File: config.mk
export PLATFORM = sky130hd
export DESIGN_NAME = baccarat_deal_ctrl_flat
export DESIGN_NICKNAME = d
export VERILOG_FILES = /design/src/rtl/baccarat_pkg.sv /design/src/rtl/baccarat_deal_ctrl_if.sv /design/src/rtl/banker_draw_rule.sv /design/src/rtl/baccarat_deal_ctrl.sv /design/src/flat_wrapper.sv
export SDC_FILE = /design/constraint.sdc
export NUM_CORES = 1
export LEC_CHECK = 0
export BUFFER_PORTS_ARGS = -buffer_cell sky130_fd_sc_hd__buf_2
export CAP_MARGIN = 20
export CORE_AREA = 2 2 39 41
export CTS_CLUSTER_SIZE = 40
export DETAILED_ROUTE_END_ITERATION = 16
export DIE_AREA = 0 0 41 43
export PLACE_DENSITY = 0.71
export SLEW_MARGIN = 20
export SYNTH_ARGS = -nofsm -noshare
export SYNTH_HDL_FRONTEND = slang
export SYNTH_SLANG_ARGS = --single-unit
File: constraint.sdc
create_clock -name slow_clock -period 2.2 [get_ports slow_clock]
set_input_delay 0.33 -clock slow_clock [delete_from_list [all_inputs] [get_ports slow_clock]]
set_output_delay 0.33 -clock slow_clock [all_outputs]
set_load 0.005 [all_outputs]
File: src/rtl/baccarat_pkg.sv
// Shared types, rule thresholds and card helper for the baccarat round controller.
// Optional round counter is enabled with the BAC_ROUND_COUNT_EN macro (see top).
package baccarat_pkg;

    localparam int CARD_WIDTH  = 4;
    localparam int SCORE_WIDTH = 4;

    localparam int NATURAL_MIN     = 8;
    localparam int PLAYER_DRAW_MAX = 5;
    localparam int FACE_MIN        = 10;

    typedef enum logic [3:0] {
        S_P1     = 4'd0,
        S_D1     = 4'd1,
        S_P2     = 4'd2,
        S_D2     = 4'd3,
        S_EVAL1  = 4'd4,
        S_P3     = 4'd5,
        S_EVAL2  = 4'd6,
        S_D3     = 4'd7,
        S_RESULT = 4'd8,
        S_DONE   = 4'd9
    } state_e;

    // Tens and face cards (10, J, Q, K) all count as zero.
    function automatic logic [SCORE_WIDTH-1:0] card_value(input logic [CARD_WIDTH-1:0] raw);
        if (raw >= CARD_WIDTH'(FACE_MIN)) begin
            return '0;
        end
        return SCORE_WIDTH'(raw);
    endfunction

endpackage

File: src/rtl/baccarat_deal_ctrl_if.sv
// Controller <-> datapath bundle: scores and third player card in, load enables and lights out.
// BAC_ROUND_COUNT_EN adds count_clr / round_count to the bundle.
interface baccarat_deal_ctrl_if #(
    parameter int CARD_W  = 4,
    parameter int SCORE_W = 4
);
    logic [SCORE_W-1:0] pscore;
    logic [SCORE_W-1:0] dscore;
    logic [CARD_W-1:0]  pcard3;
    logic               load_pcard1;
    logic               load_pcard2;
    logic               load_pcard3;
    logic               load_dcard1;
    logic               load_dcard2;
    logic               load_dcard3;
    logic               player_win_light;
    logic               dealer_win_light;
`ifdef BAC_ROUND_COUNT_EN
    logic               count_clr;
    logic [3:0]         round_count;

    modport master (
        output pscore, dscore, pcard3, count_clr,
        input  load_pcard1, load_pcard2, load_pcard3,
        input  load_dcard1, load_dcard2, load_dcard3,
        input  player_win_light, dealer_win_light, round_count
    );

    modport slave (
        input  pscore, dscore, pcard3, count_clr,
        output load_pcard1, load_pcard2, load_pcard3,
        output load_dcard1, load_dcard2, load_dcard3,
        output player_win_light, dealer_win_light, round_count
    );
`else
    modport master (
        output pscore, dscore, pcard3,
        input  load_pcard1, load_pcard2, load_pcard3,
        input  load_dcard1, load_dcard2, load_dcard3,
        input  player_win_light, dealer_win_light
    );

    modport slave (
        input  pscore, dscore, pcard3,
        output load_pcard1, load_pcard2, load_pcard3,
        output load_dcard1, load_dcard2, load_dcard3,
        output player_win_light, dealer_win_light
    );
`endif
endinterface

File: src/rtl/banker_draw_rule.sv
// Combinational banker third-card decision from the banker score, the player's
// third-card value and whether the player drew at all.
module banker_draw_rule
    import baccarat_pkg::*;
#(
    parameter int SCORE_W = SCORE_WIDTH
) (
    input  logic [SCORE_W-1:0] dscore,
    input  logic [SCORE_W-1:0] v,
    input  logic               player_drew,
    output logic               draw
);

    logic v_2_7;
    logic v_4_7;
    logic v_6_7;

    assign v_2_7 = (v >= SCORE_W'(2)) && (v <= SCORE_W'(7));
    assign v_4_7 = (v >= SCORE_W'(4)) && (v <= SCORE_W'(7));
    assign v_6_7 = (v >= SCORE_W'(6)) && (v <= SCORE_W'(7));

    always_comb begin
        draw = 1'b0;
        if (!player_drew) begin
            draw = (dscore <= SCORE_W'(PLAYER_DRAW_MAX));
        end else if (dscore <= SCORE_W'(2)) begin
            draw = 1'b1;
        end else if (dscore == SCORE_W'(3)) begin
            draw = (v != SCORE_W'(8));
        end else if (dscore == SCORE_W'(4)) begin
            draw = v_2_7;
        end else if (dscore == SCORE_W'(5)) begin
            draw = v_4_7;
        end else if (dscore == SCORE_W'(6)) begin
            draw = v_6_7;
        end
    end

endmodule

File: src/rtl/baccarat_deal_ctrl.sv
// Round sequencer: deals P1 D1 P2 D2, applies natural / third-card rules, latches win lights.
// Define BAC_ROUND_COUNT_EN to add a 4-bit completed-round counter with its own clear.
//
//   state    | meaning
//   S_P1     | load player card 1
//   S_D1     | load dealer card 1
//   S_P2     | load player card 2
//   S_D2     | load dealer card 2
//   S_EVAL1  | natural check, player draw decision
//   S_P3     | load player card 3
//   S_EVAL2  | banker draw decision
//   S_D3     | load dealer card 3
//   S_RESULT | compare final scores into lights
//   S_DONE   | idle with lights held until reset
module baccarat_deal_ctrl
    import baccarat_pkg::*;
#(
    parameter int CARD_W  = CARD_WIDTH,
    parameter int SCORE_W = SCORE_WIDTH
) (
    input  logic                 slow_clock,
    input  logic                 reset,
    baccarat_deal_ctrl_if.slave  bus
);

    state_e             state_q, state_d;
    logic               drew_q, drew_d;
    logic               pwin_q, pwin_d;
    logic               dwin_q, dwin_d;
    logic [5:0]         load;
    logic [CARD_W-1:0]  pcard3_raw;
    logic [SCORE_W-1:0] pcard3_v;
    logic               bank_draw;
    logic               natural;

    assign pcard3_raw = bus.pcard3;
    assign pcard3_v   = SCORE_W'(card_value(CARD_WIDTH'(pcard3_raw)));
    assign natural    = (bus.pscore >= SCORE_W'(NATURAL_MIN)) ||
                        (bus.dscore >= SCORE_W'(NATURAL_MIN));

    banker_draw_rule #(.SCORE_W(SCORE_W)) u_banker_rule (
        .dscore      (bus.dscore),
        .v           (pcard3_v),
        .player_drew (drew_q),
        .draw        (bank_draw)
    );

    always_ff @(posedge slow_clock) begin
        if (reset) begin
            state_q <= S_P1;
            drew_q  <= 1'b0;
            pwin_q  <= 1'b0;
            dwin_q  <= 1'b0;
        end else begin
            state_q <= state_d;
            drew_q  <= drew_d;
            pwin_q  <= pwin_d;
            dwin_q  <= dwin_d;
        end
    end

    // load = {pcard1, dcard1, pcard2, dcard2, pcard3, dcard3}
    always_comb begin
        state_d = state_q;
        drew_d  = drew_q;
        pwin_d  = pwin_q;
        dwin_d  = dwin_q;
        load    = 6'b000000;
        case (state_q)
            S_P1: begin
                load    = 6'b100000;
                state_d = S_D1;
            end
            S_D1: begin
                load    = 6'b010000;
                state_d = S_P2;
            end
            S_P2: begin
                load    = 6'b001000;
                state_d = S_D2;
            end
            S_D2: begin
                load    = 6'b000100;
                state_d = S_EVAL1;
            end
            S_EVAL1: begin
                if (natural) begin
                    drew_d  = 1'b0;
                    state_d = S_RESULT;
                end else if (bus.pscore <= SCORE_W'(PLAYER_DRAW_MAX)) begin
                    drew_d  = 1'b1;
                    state_d = S_P3;
                end else begin
                    drew_d  = 1'b0;
                    state_d = S_EVAL2;
                end
            end
            S_P3: begin
                load    = 6'b000010;
                state_d = S_EVAL2;
            end
            S_EVAL2: begin
                state_d = bank_draw ? S_D3 : S_RESULT;
            end
            S_D3: begin
                load    = 6'b000001;
                state_d = S_RESULT;
            end
            S_RESULT: begin
                pwin_d  = (bus.pscore >= bus.dscore);
                dwin_d  = (bus.dscore >= bus.pscore);
                state_d = S_DONE;
            end
            S_DONE: begin
                state_d = S_DONE;
            end
            default: begin
                state_d = S_P1;
            end
        endcase
    end

    assign bus.load_pcard1      = load[5];
    assign bus.load_dcard1      = load[4];
    assign bus.load_pcard2      = load[3];
    assign bus.load_dcard2      = load[2];
    assign bus.load_pcard3      = load[1];
    assign bus.load_dcard3      = load[0];
    assign bus.player_win_light = pwin_q;
    assign bus.dealer_win_light = dwin_q;

`ifdef BAC_ROUND_COUNT_EN
    logic [3:0] count_q, count_d;

    // Deliberately outside reset so totals survive between rounds.
    always_comb begin
        count_d = count_q;
        if (bus.count_clr) begin
            count_d = 4'd0;
        end else if (!reset && state_q == S_RESULT) begin
            count_d = count_q + 4'd1;
        end
    end

    always_ff @(posedge slow_clock) begin
        count_q <= count_d;
    end

    assign bus.round_count = count_q;
`endif

endmodule

File: src/flat_wrapper.sv
// flat-port wrapper written by rule: the top's interface ports become plain ports
module baccarat_deal_ctrl_flat import baccarat_pkg::*;
#(
    parameter int CARD_W  = CARD_WIDTH,
    parameter int SCORE_W = SCORE_WIDTH
)
  (slow_clock, reset, bus_pscore, bus_dscore, bus_pcard3, bus_load_pcard1, bus_load_pcard2, bus_load_pcard3, bus_load_dcard1, bus_load_dcard2, bus_load_dcard3, bus_player_win_light, bus_dealer_win_light);
  baccarat_deal_ctrl_if #(.CARD_W(CARD_W), .SCORE_W(SCORE_W)) bus_i ();
  input  logic slow_clock;
  input  logic reset;
  input wire logic [$bits(bus_i.pscore)-1:0] bus_pscore;
  input wire logic [$bits(bus_i.dscore)-1:0] bus_dscore;
  input wire logic [$bits(bus_i.pcard3)-1:0] bus_pcard3;
  output wire logic [$bits(bus_i.load_pcard1)-1:0] bus_load_pcard1;
  output wire logic [$bits(bus_i.load_pcard2)-1:0] bus_load_pcard2;
  output wire logic [$bits(bus_i.load_pcard3)-1:0] bus_load_pcard3;
  output wire logic [$bits(bus_i.load_dcard1)-1:0] bus_load_dcard1;
  output wire logic [$bits(bus_i.load_dcard2)-1:0] bus_load_dcard2;
  output wire logic [$bits(bus_i.load_dcard3)-1:0] bus_load_dcard3;
  output wire logic [$bits(bus_i.player_win_light)-1:0] bus_player_win_light;
  output wire logic [$bits(bus_i.dealer_win_light)-1:0] bus_dealer_win_light;
  assign bus_i.pscore = bus_pscore;
  assign bus_i.dscore = bus_dscore;
  assign bus_i.pcard3 = bus_pcard3;
  assign bus_load_pcard1 = bus_i.load_pcard1;
  assign bus_load_pcard2 = bus_i.load_pcard2;
  assign bus_load_pcard3 = bus_i.load_pcard3;
  assign bus_load_dcard1 = bus_i.load_dcard1;
  assign bus_load_dcard2 = bus_i.load_dcard2;
  assign bus_load_dcard3 = bus_i.load_dcard3;
  assign bus_player_win_light = bus_i.player_win_light;
  assign bus_dealer_win_light = bus_i.dealer_win_light;
  baccarat_deal_ctrl #(.CARD_W(CARD_W), .SCORE_W(SCORE_W)) u_core (.slow_clock(slow_clock), .reset(reset), .bus(bus_i));
endmodule
# Yosys cells after proc, flatten, opt, wreduce, memory -nomap -nowiden
# Index checks and enable logic that the tools add are counted.
# word_totals
reg_bits	7
inputBits	14
word_cells	52
out_inout_bits	8
# op_classes
n_mux	16
magnitude_cmp	12
eq_ne	14
n_reduce_logical	6
# ops
operator	n
$pmux 4 s9	1
$pmux 6 s6	1
$eq 4x3->1 const B	7
$mux 4	4
$eq 4x2->1 const B	3
$ge 4x4->1 const B	3
$le 4x3->1 const B	3
$mux 1	9
$eq 4x4->1 const B	2
$ge 4x3->1 const B	2
$ge 4x4->1	2
$eq 4x1->1 const B	1
$ge 4x2->1 const B	1
$le 4x2->1 const B	1
$logic_not 4->1	1
$ne 4x4->1 const B	1
$logic_and 1x1->1	3
$mux 2	1
$reduce_or 2->1	1
$logic_or 1x1->1	1

# Logic depth before layout (Yosys ltp)
# logic_depth
depth_word	13
mapped_depth	7
mapped_depth_nobuf	7

# Cells and area by module
# A second synthesis with hierarchy kept.
# hier_totals
hier_cells	83
hier_area_um2	623.1
# by_module_without_submodules
module	cells_each	area_per_inst_um2	seq_area_each_um2	n_inst
baccarat_deal_ctrl	74	556.8	140.1	1
banker_draw_rule	9	66.3	0.0	1

# Worst setup path after synthesis
# Ideal clock, no wire load.
# synth_path
kind	input-to-reg
startpoint	input port bus_dscore[1]
endpoint	register u_core.dwin_q, in the netlist u_core.bus.dealer_win_light
stages	7
setup_time_ns	0.086
required_time_ns	2.114
setup_slack_ns	0.837
n_path_buf	0
arrival_time_ns	1.277
path_cell_list	inv_1 -> ha_1 -> nor2b_1 -> o21ai_1 -> nand2b_1 -> a21o_1 -> a211oi_1
# synth_via
elab_chain_cells	1
# synth_rtl
item	line_no	text
start: declaration	flat_wrapper.sv:12	input wire logic [$bits(bus_i.dscore)-1:0] bus_dscore;
$ge 4x4->1	baccarat_deal_ctrl.sv:111	dwin_d = (bus.dscore >= bus.pscore);
end signal: assignment	baccarat_deal_ctrl.sv:58	dwin_q <= dwin_d;
end: declaration	baccarat_deal_ctrl.sv:29	logic dwin_q, dwin_d;
# Every way passes these cells.
# A chain may end at the register's enable or synchronous reset.

# Worst setup path in the final report
# layout_path
startpoint	register u_core.state_q[2]
endpoint	output port bus_load_pcard3
# layout_via
elab_chain_cells	2
elab_cells_between_ends	7
cone_classes	5 x eq/ne; 1 x mux; 1 x reduce/logical
# layout_rtl
item	line_no	text
start: declaration	baccarat_deal_ctrl.sv:26	state_e state_q, state_d;
start signal: assignment	baccarat_deal_ctrl.sv:55	state_q <= state_d;
$eq 4x3->1, or another cell as far along	baccarat_deal_ctrl.sv:69	case (state_q)
$pmux 6 s6 *	baccarat_deal_ctrl.sv:69	
end: declaration	flat_wrapper.sv:16	output wire logic [$bits(bus_i.load_pcard3)-1:0] bus_load_pcard3;
# Every way passes the cells marked *; elsewhere a longest branch is shown, timed or not.

==> impl_results.md <==
- Run status: complete, no violations
- Met2 routed WL: 665 µm
- RSZ-0062 raised after global routing: false
- Die area: 0.00176 mm²
- Mux cell area share after synthesis: 0
- GRT Overall Usage: 0.188
- Initial antenna violation count: 0
- Fin. max-slew vios: 0
- Worst ir drop on vdd: 0.360 mV
- Worst Hold Class: input port to flop
- Slowest-stage cell, CP: dfxtp_1
- Critical path destination: bus_load_pcard3
- Seq/Total Area, Yosys: 0.246
- Clock sink count: 7
- Largest family of logic cells by synthesized area: simple AND/OR/NAND/NOR gates
- Syn Nets: 91
- PwrDens: 562 mW/mm²
- Reg2Reg Setup Slack: 900 ps
- Reg2reg start: u_core.state_q[2]
- Final ANT Viol Nets: 0
- Design area: 712 µm²
- Met3 wire len: 78 µm
- Cell family with most CP delay: simple AND/OR/NAND/NOR gates
- Max Cap Viol: 0
- Port Buffers: 21
- Stages on worst setup path: 4
- Synth Register Bits: 7
- Layout Nets: 115
- # diodes: 0
- Die Y: 43 µm
- Period utilisation layout: 0.784
- EDFF count, synth: 0
- Die width: 41 µm
- Arrival @ worst endpoint: 1400 ps
- Vias in the first global route: 538
- Core area: 0.00138 mm²
- Initial Utilization: 0.412
- Worst EP required: 1870 ps
- Grt ovf: 0
- Setup CP Type: flop to primary output
- Most common cell after layout, fill and taps aside: buf_2
- Area Growth Syn to Fin: 24.8%
- Commonest non-fill, non-tap cells in the layout: buf_2, nor2_1, dfxtp_1, nand2_1
- Critical Path Sink Type: primary output
- Tightest Pin Transition: 414 ps
- Lkg Pwr: 0.356 nW
- Max clock buf depth: 2
- Unique masters post-synth: 33
- Ys async rst share: 0
- CP cell instances: nor2b_4 -> or2b_1 -> inv_1 -> buf_2
- Final hold violations: 0
- # Post-CTS Setup Buffers: 0
- Period minus WS final: 1730 ps
- First drt pass iteration count: 4
- Pin count of the biggest net entering global routing: 14
- XOR/XNOR Fraction of Synth Area: 0.0154
- Peak fanout along the critical path: 7
- Placement Cell Area: 686 µm²
- Most used flip-flop cell after synthesis: dfxtp_1
- Worst Reg-to-Reg Cells: 5
- Root Driver: clkbuf_4
- CTS resizes: 0
- Initial detailed-routing violation count: 15
- Worst-path clk slew: 50 ps
- Syn Std Cell Area: 571 µm²
- Syn Area/Cell: 7.82 µm²
- Routed vias/inst: 5.42
- # setup viols final: 0
- Top Metal Used: met3
- Adder-cell area share of the yosys netlist: 0.0877
- Worst r2r dst: u_core.state_q[1]
- Hold Buf Count CTS: 0
- Clock insertion delay at the later pin of the skew report: 250 ps
- Overall power: 0.400 mW
- Seq. cell area: 140 µm²
- Setup TNS: 0 ps
- Slowest stage delay, CP: 440 ps
- Post-synthesis simple-gate area fraction: 0.379
- Final-layout fill cell count: 149
- Cell accounting for the most synthesized area: dfxtp_1
- IO Pins: 22
- CP Launch Point: u_core.state_q[2]
- Cells after synthesis: 73
- Buffers & Inverters on Critical Path: 2
- Routed wire length: 1.29 mm
- Multi-input logic area: 402 µm²
- Drt wl/cell: 11.6 µm
- Layout Skew: 5.29 ps
- Area share of the largest cell type after synthesis: 0.246
- Vias: 607
- CTS H-tree lvls: 1
- Row Count: 14
- Fmax: 580 MHz
- Normalized max-slew margin: 0.723
- Yosys warns: 0
- CP Launch Type: flop
- DRC violations left: 0
- Synth top area cells: dfxtp_1, ha_1, nor2_1
- Fraction of layout cells with a size suffix above 1: 0.333
- Compound-gate portion of the synthesized area: 0.221
- M1 wire length: 550 µm
- Routability cong.: 0.773
- Post-DP HPWL: 1.06 mm
- First-pass GRT wire length: 2.26 mm
- CTS tree: done
- CTS Buf Count: 3
metal layers:
layer / vias to the layer above / track usage
li1: 309 / -
met1: 277 / 0.242
met2: 21 / 0.284
met3: 0 / 0.0942
met4: 0 / 0.0200
met5: - / 0
worst min path at each step:
stage                  startpoint                          end  cells after the start
finish                      reset                u_core.drew_q                      2
global route                reset  u_core.bus.player_win_light                      2
CTS                         reset                u_core.drew_q                      2
detailed placement  u_core.drew_q                u_core.drew_q                      2
global placement    u_core.drew_q                u_core.drew_q                      2
floorplan                   reset                u_core.drew_q                      1
state kept, by name (all words and copies together), names as in the netlist:
name                         flops
u_core.bus.dealer_win_light      1
u_core.state_q                   4
u_core.drew_q                    1
u_core.bus.player_win_light      1
cell type report:
cell class | count | share of cell area
inverter | 5 | 0.0264
tap | 16 | 0.0281
multi-input combinational | 59 | 0.564
timing repair buffer | 21 | 0.148
sequential | 7 | 0.197
clock buffer | 4 | 0.0369
power breakdown:
group | total (mW) | leakage (nW) | switching (mW) | internal [mW]
Sequential | 0.165 | 0.0570 | 0.0277 | 0.138
Clock | 0.116 | 0.0150 | 0.0465 | 0.0692
Combinational | 0.119 | 0.284 | 0.0581 | 0.0612
stage by stage:
| stage | cells | setup WS [ps] | hold slack, ps | util |
|---|---|---|---|---|
| 4_1_cts | 112 | 457 | 320 | 0.514 |
| 3_5_place_dp | 108 | 659 | 480 | 0.495 |
| 3_3_place_gp | 108 | 703 | 474 | 0.495 |
| 5_1_grt | 112 | 374 | 323 | 0.514 |
| 6_report | 112 | 474 | 321 | 0.514 |
| 2_1_floorplan | 73 | 837 | 399 | - |
logic make-up (layout without fill, tap and decap cells):
kind of cell	count (synthesis)	in the layout
XOR/XNOR	1	1
flip-flops	7	7
AND/OR/NAND/NOR	35	35
buffers and inverters	7	30
AO/OA/AOI/OAI	19	19
adder cells (fa/ha/maj)	4	4
cells in the mapped netlist, types with 3 or more instances:
cell,count
nor2_1,7
nand2_1,6
a31oi_1,3
o21ai_0,4
ha_1,4
nor3_1,3
a211oi_1,3
dfxtp_1,7
nand2b_1,4
inv_1,4
Note: power is estimated with default switching activity, not from simulation.
